**src/rtl/stage_sequencer.sv**
```systemverilog
// stage_sequencer
// Drives the start/done handshake of the LED counter chain. Each stage gets a
// one-cycle start pulse and the next stage launches only after the current
// stage reports done. The chain is looped for a programmed number of passes.
// A watchdog and stray-done detection raise a sticky error flag.
module stage_sequencer #(
  parameter int STAGES         = 2,
  parameter int VALUE_WIDTH    = 4,
  parameter int REPEAT_COUNT   = 0,
  parameter int TIMEOUT_CYCLES = 64,
  localparam int IDX_W         = (STAGES > 1) ? $clog2(STAGES) : 1
) (
  input  logic                          clock,
  input  logic                          reset,
  input  logic                          go,
  input  logic                          halt,
  output logic [STAGES-1:0]             stage_start,
  input  logic [STAGES-1:0]             stage_done,
  input  logic [STAGES-1:0]             stage_enabled,
  input  logic [STAGES*VALUE_WIDTH-1:0] stage_value,
  output logic [VALUE_WIDTH-1:0]        led,
  output logic                          active,
  output logic [IDX_W-1:0]              stage_index,
  output logic [7:0]                    pass_count,
  output logic                          error,
  output logic                          seq_done
);

  // The watchdog must be able to hold TIMEOUT_CYCLES; keep at least one bit
  // so the counter still exists when the watchdog is disabled.
  localparam int WD_W = (TIMEOUT_CYCLES > 0) ? $clog2(TIMEOUT_CYCLES + 1) : 1;

  typedef enum logic [1:0] {
    IDLE   = 2'd0,
    LAUNCH = 2'd1,
    RUN    = 2'd2
  } state_t;

  state_t            state;
  logic [WD_W-1:0]   wd_count;
  logic [STAGES-1:0] cur_mask;
  logic              cur_done;
  logic              stray_done;
  logic              last_stage;
  logic [7:0]        pass_next;
  logic              pass_done;
  logic              wd_expire;

  assign active = (state != IDLE);

  // Classify incoming done pulses and precompute the pass / watchdog decisions.
  always_comb begin
    cur_mask   = STAGES'(1) << stage_index;
    cur_done   = (state == RUN) && ((stage_done & cur_mask) != '0);
    stray_done = (state == RUN) ? ((stage_done & ~cur_mask) != '0)
                                : (stage_done != '0);
    last_stage = (int'(stage_index) == STAGES - 1);
    pass_next  = (pass_count == 8'hFF) ? pass_count : pass_count + 8'd1;
    pass_done  = (REPEAT_COUNT != 0) && (int'(pass_next) == REPEAT_COUNT);
    wd_expire  = (TIMEOUT_CYCLES != 0) && ((int'(wd_count) + 1) == TIMEOUT_CYCLES);
  end

  // Show the active stage's value on the LEDs only while that stage is enabled.
  always_comb begin
    led = '0;
    if (active && stage_enabled[stage_index]) begin
      led = stage_value[int'(stage_index)*VALUE_WIDTH +: VALUE_WIDTH];
    end
  end

  // Sequencer state machine; start and seq_done are single-cycle pulses that
  // default low every cycle, and a stray done marks error without stopping.
  always_ff @(posedge clock) begin
    if (!reset) begin
      state       <= IDLE;
      stage_start <= '0;
      stage_index <= '0;
      pass_count  <= '0;
      error       <= 1'b0;
      seq_done    <= 1'b0;
      wd_count    <= '0;
    end else begin
      stage_start <= '0;
      seq_done    <= 1'b0;
      if (stray_done) begin
        error <= 1'b1;
      end
      unique case (state)
        IDLE: begin
          if (go && !halt) begin
            error       <= stray_done;
            pass_count  <= '0;
            stage_index <= '0;
            state       <= LAUNCH;
          end
        end
        LAUNCH: begin
          if (halt) begin
            state <= IDLE;
          end else begin
            stage_start <= cur_mask;
            wd_count    <= '0;
            state       <= RUN;
          end
        end
        RUN: begin
          if (halt) begin
            state <= IDLE;
          end else if (cur_done) begin
            if (!last_stage) begin
              stage_index <= stage_index + IDX_W'(1);
              state       <= LAUNCH;
            end else begin
              pass_count <= pass_next;
              if (pass_done) begin
                seq_done <= 1'b1;
                state    <= IDLE;
              end else begin
                stage_index <= '0;
                state       <= LAUNCH;
              end
            end
          end else if (wd_expire) begin
            error <= 1'b1;
            state <= IDLE;
          end else begin
            wd_count <= wd_count + WD_W'(1);
          end
        end
        default: begin
          state <= IDLE;
        end
      endcase
    end
  end

endmodule

```
**config.mk**
```make
export PLATFORM = sky130hd
export DESIGN_NAME = stage_sequencer
export DESIGN_NICKNAME = d
export VERILOG_FILES = /design/src/rtl/stage_sequencer.sv
export SDC_FILE = /design/constraint.sdc
export NUM_CORES = 1
export LEC_CHECK = 0
export CAP_MARGIN = 20
export CORE_ASPECT_RATIO = 0.8
export CORE_MARGIN = 1
export CORE_UTILIZATION = 40
export CTS_BUF_LIST = sky130_fd_sc_hd__clkbuf_16
export DETAILED_ROUTE_END_ITERATION = 8
export PLACE_DENSITY = 0.75
export RECOVER_POWER = 100
export SYNTH_ARGS = -nofsm -noshare
export SYNTH_HDL_FRONTEND = slang
export SYNTH_SLANG_ARGS = --single-unit
```
**constraint.sdc**
```tcl
create_clock -name clock -period 3.2 [get_ports clock]
set_input_delay 0.64 -clock clock [delete_from_list [all_inputs] [get_ports clock]]
set_output_delay 0.64 -clock clock [all_outputs]
set_load 0.05 [all_outputs]
```
==> metrics.yaml, run 1 <==
clock_network:
  post_cts_buffers: 0
  post_cts_resized: 0
  cts_buffers: 3
  cts-htree-levels: 1
  hold_buffers: 0
  insertion_delay_ps: 250
  cts_sinks: 21
  clk_path_buf_depth: 2
  cts-root-buf: "clkbuf_16"
  clkTransAtPathRegs_ps: 60
  tritoncts: "yes"
min_path:
  min_to: "error$_SDFF_PN0_"
  hp-start: "error$_SDFF_PN0_"
  holdCritPathClass: "flop to flop"
  hold_path_depth: 2
power_and_ir_drop:
  pwr-share-clk_pct: 44.3
  p_int_mw: 0.461
  power_frac_comb_pct: 11.5
  swShare_pct: 23.2
  p_total_mw: 0.600
  p_leak_nw: 0.597
  p_seq_share_pct: 44.2
  power_density_mw_per_mm2: 363
  netSwitchingPower_mw: 0.139
  peakVddDrop_mv: 0.292
critical_path:
  worst-setup-path-type: "input port to flop"
  reg2regPathDepth: 4
  cpLargestDelayFamily: "compound AO/OA/AOI/OAI gates"
  r2r-start: "stage_index$_SDFFE_PN0P_"
  crit_slowest_cell: "a21boi_0"
  end_kind: "flop"
  timing.critical_path.buf_inv: 1
  crit_fanout: 10
  cp-start-kind: "input port"
  worstPathRequired_ps: 3370
  worstPathCellList: "dlygate4sd3_1 > mux2_2 > a21boi_0 > a21oi_1 > a311oi_1"
  worstPathArrival_ps: 2880
  reg2reg_slack_ps: 630
  max_stage_delay_ps: 830
  r2r_end: "pass_count[6]$_SDFFE_PN0P_"
timing:
  max-slew-margin-rel_pct: 28.1
  setup_viol: 0
  maxSlewViolCount: 0
  max_freq_mhz: 368
  period_minus_slack_ps: 2720
  fin_tns_setup_ps: 0
  finalClockSkew_ps: 6.56
  worst_pin_slew_ps: 1070
  hold_violations: 0
  rsz0062_at_grt: "no"
  fin_crit_sh_pct: 84.9
routing:
  routed_wl_um: 3150
  ant_nets: 0
  vias: 1251
  vias_per_cell: 5.79
  drtPass1Iterations: 4
  drt-initial-drc-count: 31
  post-route-drc-count: 0
  wl_per_cell_um: 14.6
status:
  status: "finished clean"
global_route:
  grt_pass1_wl_um: 5210
  grt_usage_pct: 20.1
  grt_pass1_vias: 1179
  grt_remaining_overflow: 0
  grt_max_degree: 17
  antenna_found_initial: 0
logic_synthesis:
  yosys-top-cells-area: "dfxtp_1 (33%), mux2i_1 (8.7%), nand2_1 (6.2%)"
  yosys_warnings: 0
  synthDominantCellAreaShare_pct: 33.0
  synth_edf_count: 0
  netlist_instances: 149
  syn_area_sq_mm: 0.00127
  ys_types: 47
  synth_top_flop_cell: "dfxtp_1"
  syn_avg_cell_area_sq_um: 8.54
  syn_nets: 167
  ys_async_sr_fraction_pct: 0
  ys_seq_area_share_pct: 33.0
  synth_area_leader_cell: "dfxtp_1"
  synth-seq-cells: 21
layout:
  final_nets: 197
  layout_common_cells: "nand2_1 (21), dfxtp_1 (21), dlygate4sd3_1 (15), clkdlybuf4s50_1 (13), mux2i_1 (11)"
  drive_above_1_share_pct: 6.18
  n_antenna_cell: 0
  area_growth_pct: 30.0
floorplan:
  die_y_um: 52.4
  io_pins: 34
  dieWidth_um: 65.1
  row_count: 17
  start_util_pct: 44.0
  dieArea_sq_mm: 0.00341
  core_sq_mm: 0.00289
placed_design:
  hpwl_um: 2350
  gp_congestion: 0.806
  io_buffer_count: 32
run:
  max-cap-violations: 0
## final cells by class
type	instances	area, sq um
clock buffer	3	75.1
clock inverter	1	5.00
fill	276	1240
inverter	2	7.51
multi-input combinational	118	796
sequential	21	420
tap	38	47.5
timing repair buffer	33	303
## through the flow
step	cell area (sq um)	utilization [%]	setup slack (ps)	hold WS [ps]	std cells
after floorplan	1270	-	558	447	149
after global placement	1600	55.4	803	461	212
after detailed placement	1600	55.4	746	458	212
after CTS	1680	58.2	641	467	216
after global routing	1650	57.2	322	494	216
final	1650	57.2	483	467	216
## synthesized netlist by cell type (all sizes together) (2+ instances only)
master  count
dfxtp      21
nand2      21
mux2i      12
nand3       8
a211oi      6
clkbuf      6
nand2b      6
nor2        6
and3        5
o21ai       4
o22ai       4
a21oi       3
a221oi      3
and2        3
nand4       3
nand4b      3
a21boi      2
a31oi       2
buf         2
ha          2
inv         2
mux2        2
nor2b       2
nor3b       2
or4         2
or4b        2
## metal layers
| layer | track usage (%) | part of all wire (%) | wire length [um] | vias up |
|---|---|---|---|---|
| met3 | 4.13 | 5.3 | 168 | 6 |
| met2 | 38.2 | 49 | 1540 | 54 |
| li1 | - | - | - | 617 |
| met4 | 5.80 | 1.1 | 36 | 0 |
| met5 | 0 | 0 | 0 | - |
| met1 | 22.7 | 45 | 1410 | 574 |
## worst max path at each step
stage	end	depth (start not counted)	slack, ps	startpoint
floorplan	led[0]	4	560	stage_index$_SDFFE_PN0P_
global placement	pass_count[1]$_SDFFE_PN0P_	5	800	halt
detailed placement	pass_count[1]$_SDFFE_PN0P_	5	750	halt
CTS	stage_index	1	640	stage_index$_SDFFE_PN0P_
global route	pass_count[6]$_SDFFE_PN0P_	5	320	stage_done[0]
finish	pass_count[6]$_SDFFE_PN0P_	5	480	stage_done[0]
## sequential cells by signal (all words and copies together), names as in the netlist
signal,cells
state,2
stage_start,2
wd_count,7
error,1
pass_count,8
stage_index,1
## power by group through the flow
stage,Sequential (mW),Combinational [mW],Clock (mW)
6_report,0.266,0.0691,0.266
5_1_grt,0.266,0.0749,0.285
4_1_cts,0.266,0.0737,0.270
3_5_place_dp,0.271,0.0732,0
3_3_place_gp,0.271,0.0719,0
2_1_floorplan,0.275,0.0380,0
## tightest hold or removal path, stage by stage, from the launching register on
cell and delay, ps:
dfxtp_1 310, inv_1 50, a31oi_1 60
## kinds of logic after synthesis
kind of cell             share of synthesized area (%)
buffers and inverters                             3.24
adder cells (fa/ha/maj)                           1.97
multiplexers                                      12.2
AND/OR/NAND/NOR                                   29.7
flip-flops                                        33.0
other                                            0.295
AO/OA/AOI/OAI                                     19.6
Power figures use the tool's default switching activity.
==> run 2, diff against run 1 <==
PLACE_DENSITY = 0.78   (was 0.75)
clock period = 2.4 ns   (was 3.2 ns; I/O delays follow)
==> metrics.yaml, run 2 (same netlist as run 1, synthesis figures left out) <==
power_and_ir_drop:
  p_seq_share_pct: 43.7  # was 44.2%
  netSwitchingPower_mw: 0.189  # was 0.139 mW
  swShare_pct: 23.4  # was 23.2%
  peakVddDrop_mv: 0.214  # was 0.292 mV
  power_frac_comb_pct: 12.6  # was 11.5%
  pwr-share-clk_pct: 43.7  # was 44.3%
  p_leak_nw: 0.643  # was 0.597 nW
  power_density_mw_per_mm2: 465  # was 363 mW/mm^2
  p_int_mw: 0.621  # was 0.461 mW
run:
  max-cap-violations: 0  # unchanged
min_path:
  holdCritPathClass: "flop to flop"  # unchanged
critical_path:
  worst-setup-path-type: "input port to flop"  # unchanged
  r2r-start: "stage_index$_SDFFE_PN0P_"  # unchanged
  worstPathRequired_ps: 2580  # was 3370 ps
  crit_fanout: 10  # unchanged
  endpoint: "pass_count[2]$_SDFFE_PN0P_"  # was pass_count[6]$_SDFFE_PN0P_
  end_kind: "flop"  # unchanged
  r2r_end: "pass_count[6]$_SDFFE_PN0P_"  # unchanged
  reg2reg_slack_ps: 270  # was 630 ps
  critical_path.startpoint: "halt"  # was stage_done[0]
  reg2regPathDepth: 5  # was 4
  cp-start-kind: "input port"  # unchanged
  worstPathArrival_ps: 2410  # was 2880 ps
layout:
  final_nets: 199  # was 197
  n_antenna_cell: 0  # unchanged
  area_growth_pct: 36.8  # was 30.0%
  fillers: 261  # was 276
  drive_above_1_share_pct: 8.33  # was 6.18%
  largest_reg_flops: 8  # unchanged
  layout_common_cells: "nand2_1 (21), dfxtp_1 (21), clkdlybuf4s50_1 (14), dlygate4sd3_1 (14), mux2i_1 (11)"  # was nand2_1 (21), dfxtp_1 (21), dlygate4sd3_1 (15), clkdlybuf4s50_1 (13), mux2i_1 (11)
  largest_registers: "pass_count (8), wd_count (7)"  # unchanged
  regMostFlops: "pass_count"  # unchanged
timing:
  max-slew-margin-rel_pct: 62.2  # was 28.1%
  fin_tns_setup_ps: 0  # unchanged
  setup_viol: 0  # unchanged
  period_minus_slack_ps: 2240
  hold_violations: 0  # unchanged
  fin_crit_sh_pct: 93.3
  worst_pin_slew_ps: 566  # was 1070 ps
  rsz0062_at_grt: "no"  # unchanged
  maxSlewViolCount: 0  # unchanged
  finalClockSkew_ps: 1.77  # was 6.56 ps
  hold_slack_ps: 474  # was 467 ps
  max_freq_mhz: 447
clock_network:
  cts_sinks: 21  # unchanged
  clk_path_buf_depth: 2  # unchanged
  hold_buffers: 0  # unchanged
  tritoncts: "yes"  # unchanged
  insertion_delay_ps: 250  # about the same
  cts-root-buf: "clkbuf_16"  # unchanged
  post_cts_buffers: 0  # unchanged
  post_cts_resized: 0  # unchanged
  clkTransAtPathRegs_ps: 60  # about the same
  cts-htree-levels: 1  # unchanged
  cts_buffers: 3  # unchanged
floorplan:
  io_pins: 34  # unchanged
  start_util_pct: 44.0  # unchanged
  dieWidth_um: 65.1  # unchanged
  row_count: 17  # unchanged
  core_sq_mm: 0.00289  # unchanged
  dieArea_sq_mm: 0.00341  # unchanged
  die_y_um: 52.4  # unchanged
global_route:
  grt_max_degree: 19  # was 17
  busiest_layer: "met2"  # unchanged
  globalRouteMet3Util_pct: 3.04  # was 4.13%
  grt_pass1_wl_um: 5330  # was 5210 um
  grt_remaining_overflow: 0  # unchanged
  gr-usage-met2_pct: 36.8  # was 38.2%
  antenna_found_initial: 0  # unchanged
  met1_usage_pct: 25.3  # was 22.7%
  grt_usage_pct: 20.5  # was 20.1%
  grt_pass1_vias: 1162  # was 1179
placed_design:
  gp_congestion: 0.865  # was 0.806
  hpwl_um: 2390  # was 2350 um
  io_buffer_count: 32  # unchanged
routing:
  ant_nets: 0  # unchanged
  vias_per_cell: 5.81  # was 5.79
  vias: 1266  # was 1251
  wl_per_cell_um: 14.7  # was 14.6 um
  drtPass1Iterations: 4  # unchanged
  post-route-drc-count: 0  # unchanged
  drt-initial-drc-count: 28  # was 31
  routed_wl_um: 3200  # was 3150 um
status:
  status: "finished clean"  # unchanged
## run 2: changes by cell type in the layout (fill, tap and decap cells not counted), sizes merged
cell           delta
buf               +5
clkbuf            -3
clkdlybuf4s50     +1
clkinv            -1
dlygate4sd3       -1
inv               +1
## run 2: power groups by stage
stage	Sequential, mW	Clock (mW)	Combinational, mW
3_5_place_dp	0.362	0	0.105
4_1_cts	0.354	0.358	0.106
2_1_floorplan	0.367	0	0.0521
3_3_place_gp	0.362	0	0.103
5_1_grt	0.354	0.370	0.109
6_report	0.354	0.354	0.102
## run 2: final cells by class
cell class | instances | area [sq um] | share of cell area [%]
Sequential cell | 21 | 420 | 24.2
Timing Repair Buffer | 35 | 379 | 21.8
Clock buffer | 3 | 75.1 | 4.31
Inverter | 2 | 7.51 | 0.431
Tap cell | 38 | 47.5 | 2.73
Clock inverter | 1 | 3.75 | 0.216
Multi-Input combinational cell | 118 | 807 | 46.4
## run 2: how the worst min path moves through the flow
stage,from,to,depth (start not counted)
floorplan,wd_count[6]$_SDFFE_PN0P_,wd_count[6]$_SDFFE_PN0P_,2
global placement,error$_SDFF_PN0_,error$_SDFF_PN0_,2
detailed placement,error$_SDFF_PN0_,error$_SDFF_PN0_,2
CTS,error$_SDFF_PN0_,error$_SDFF_PN0_,2
global route,error$_SDFF_PN0_,error$_SDFF_PN0_,2
finish,error$_SDFF_PN0_,error$_SDFF_PN0_,2
## run 2: through the flow
stage	total power [mW]	cells	area (sq um)	setup WS [ps]	utilization, %
after floorplan	0.419	149	1280	126	-
after global placement	0.464	214	1680	166	58.0
after detailed placement	0.467	214	1680	110	58.0
after CTS	0.819	218	1760	272	60.8
after global routing	0.834	218	1740	130	60.2
final	0.810	218	1740	162	60.2
## run 2: routing by layer
metal  part of all wire (%)  up-vias
li1                       -      622
met1                     45      595
met2                     49       47
met3                    6.3        2
met4                   0.59        0
met5                      0        -
## run 2: critical path, stage by stage
cell	delay [ps]
dlygate4sd3_1	590
or4b_1	550
a21boi_4	210
a211oi_1	340
mux2i_1	250
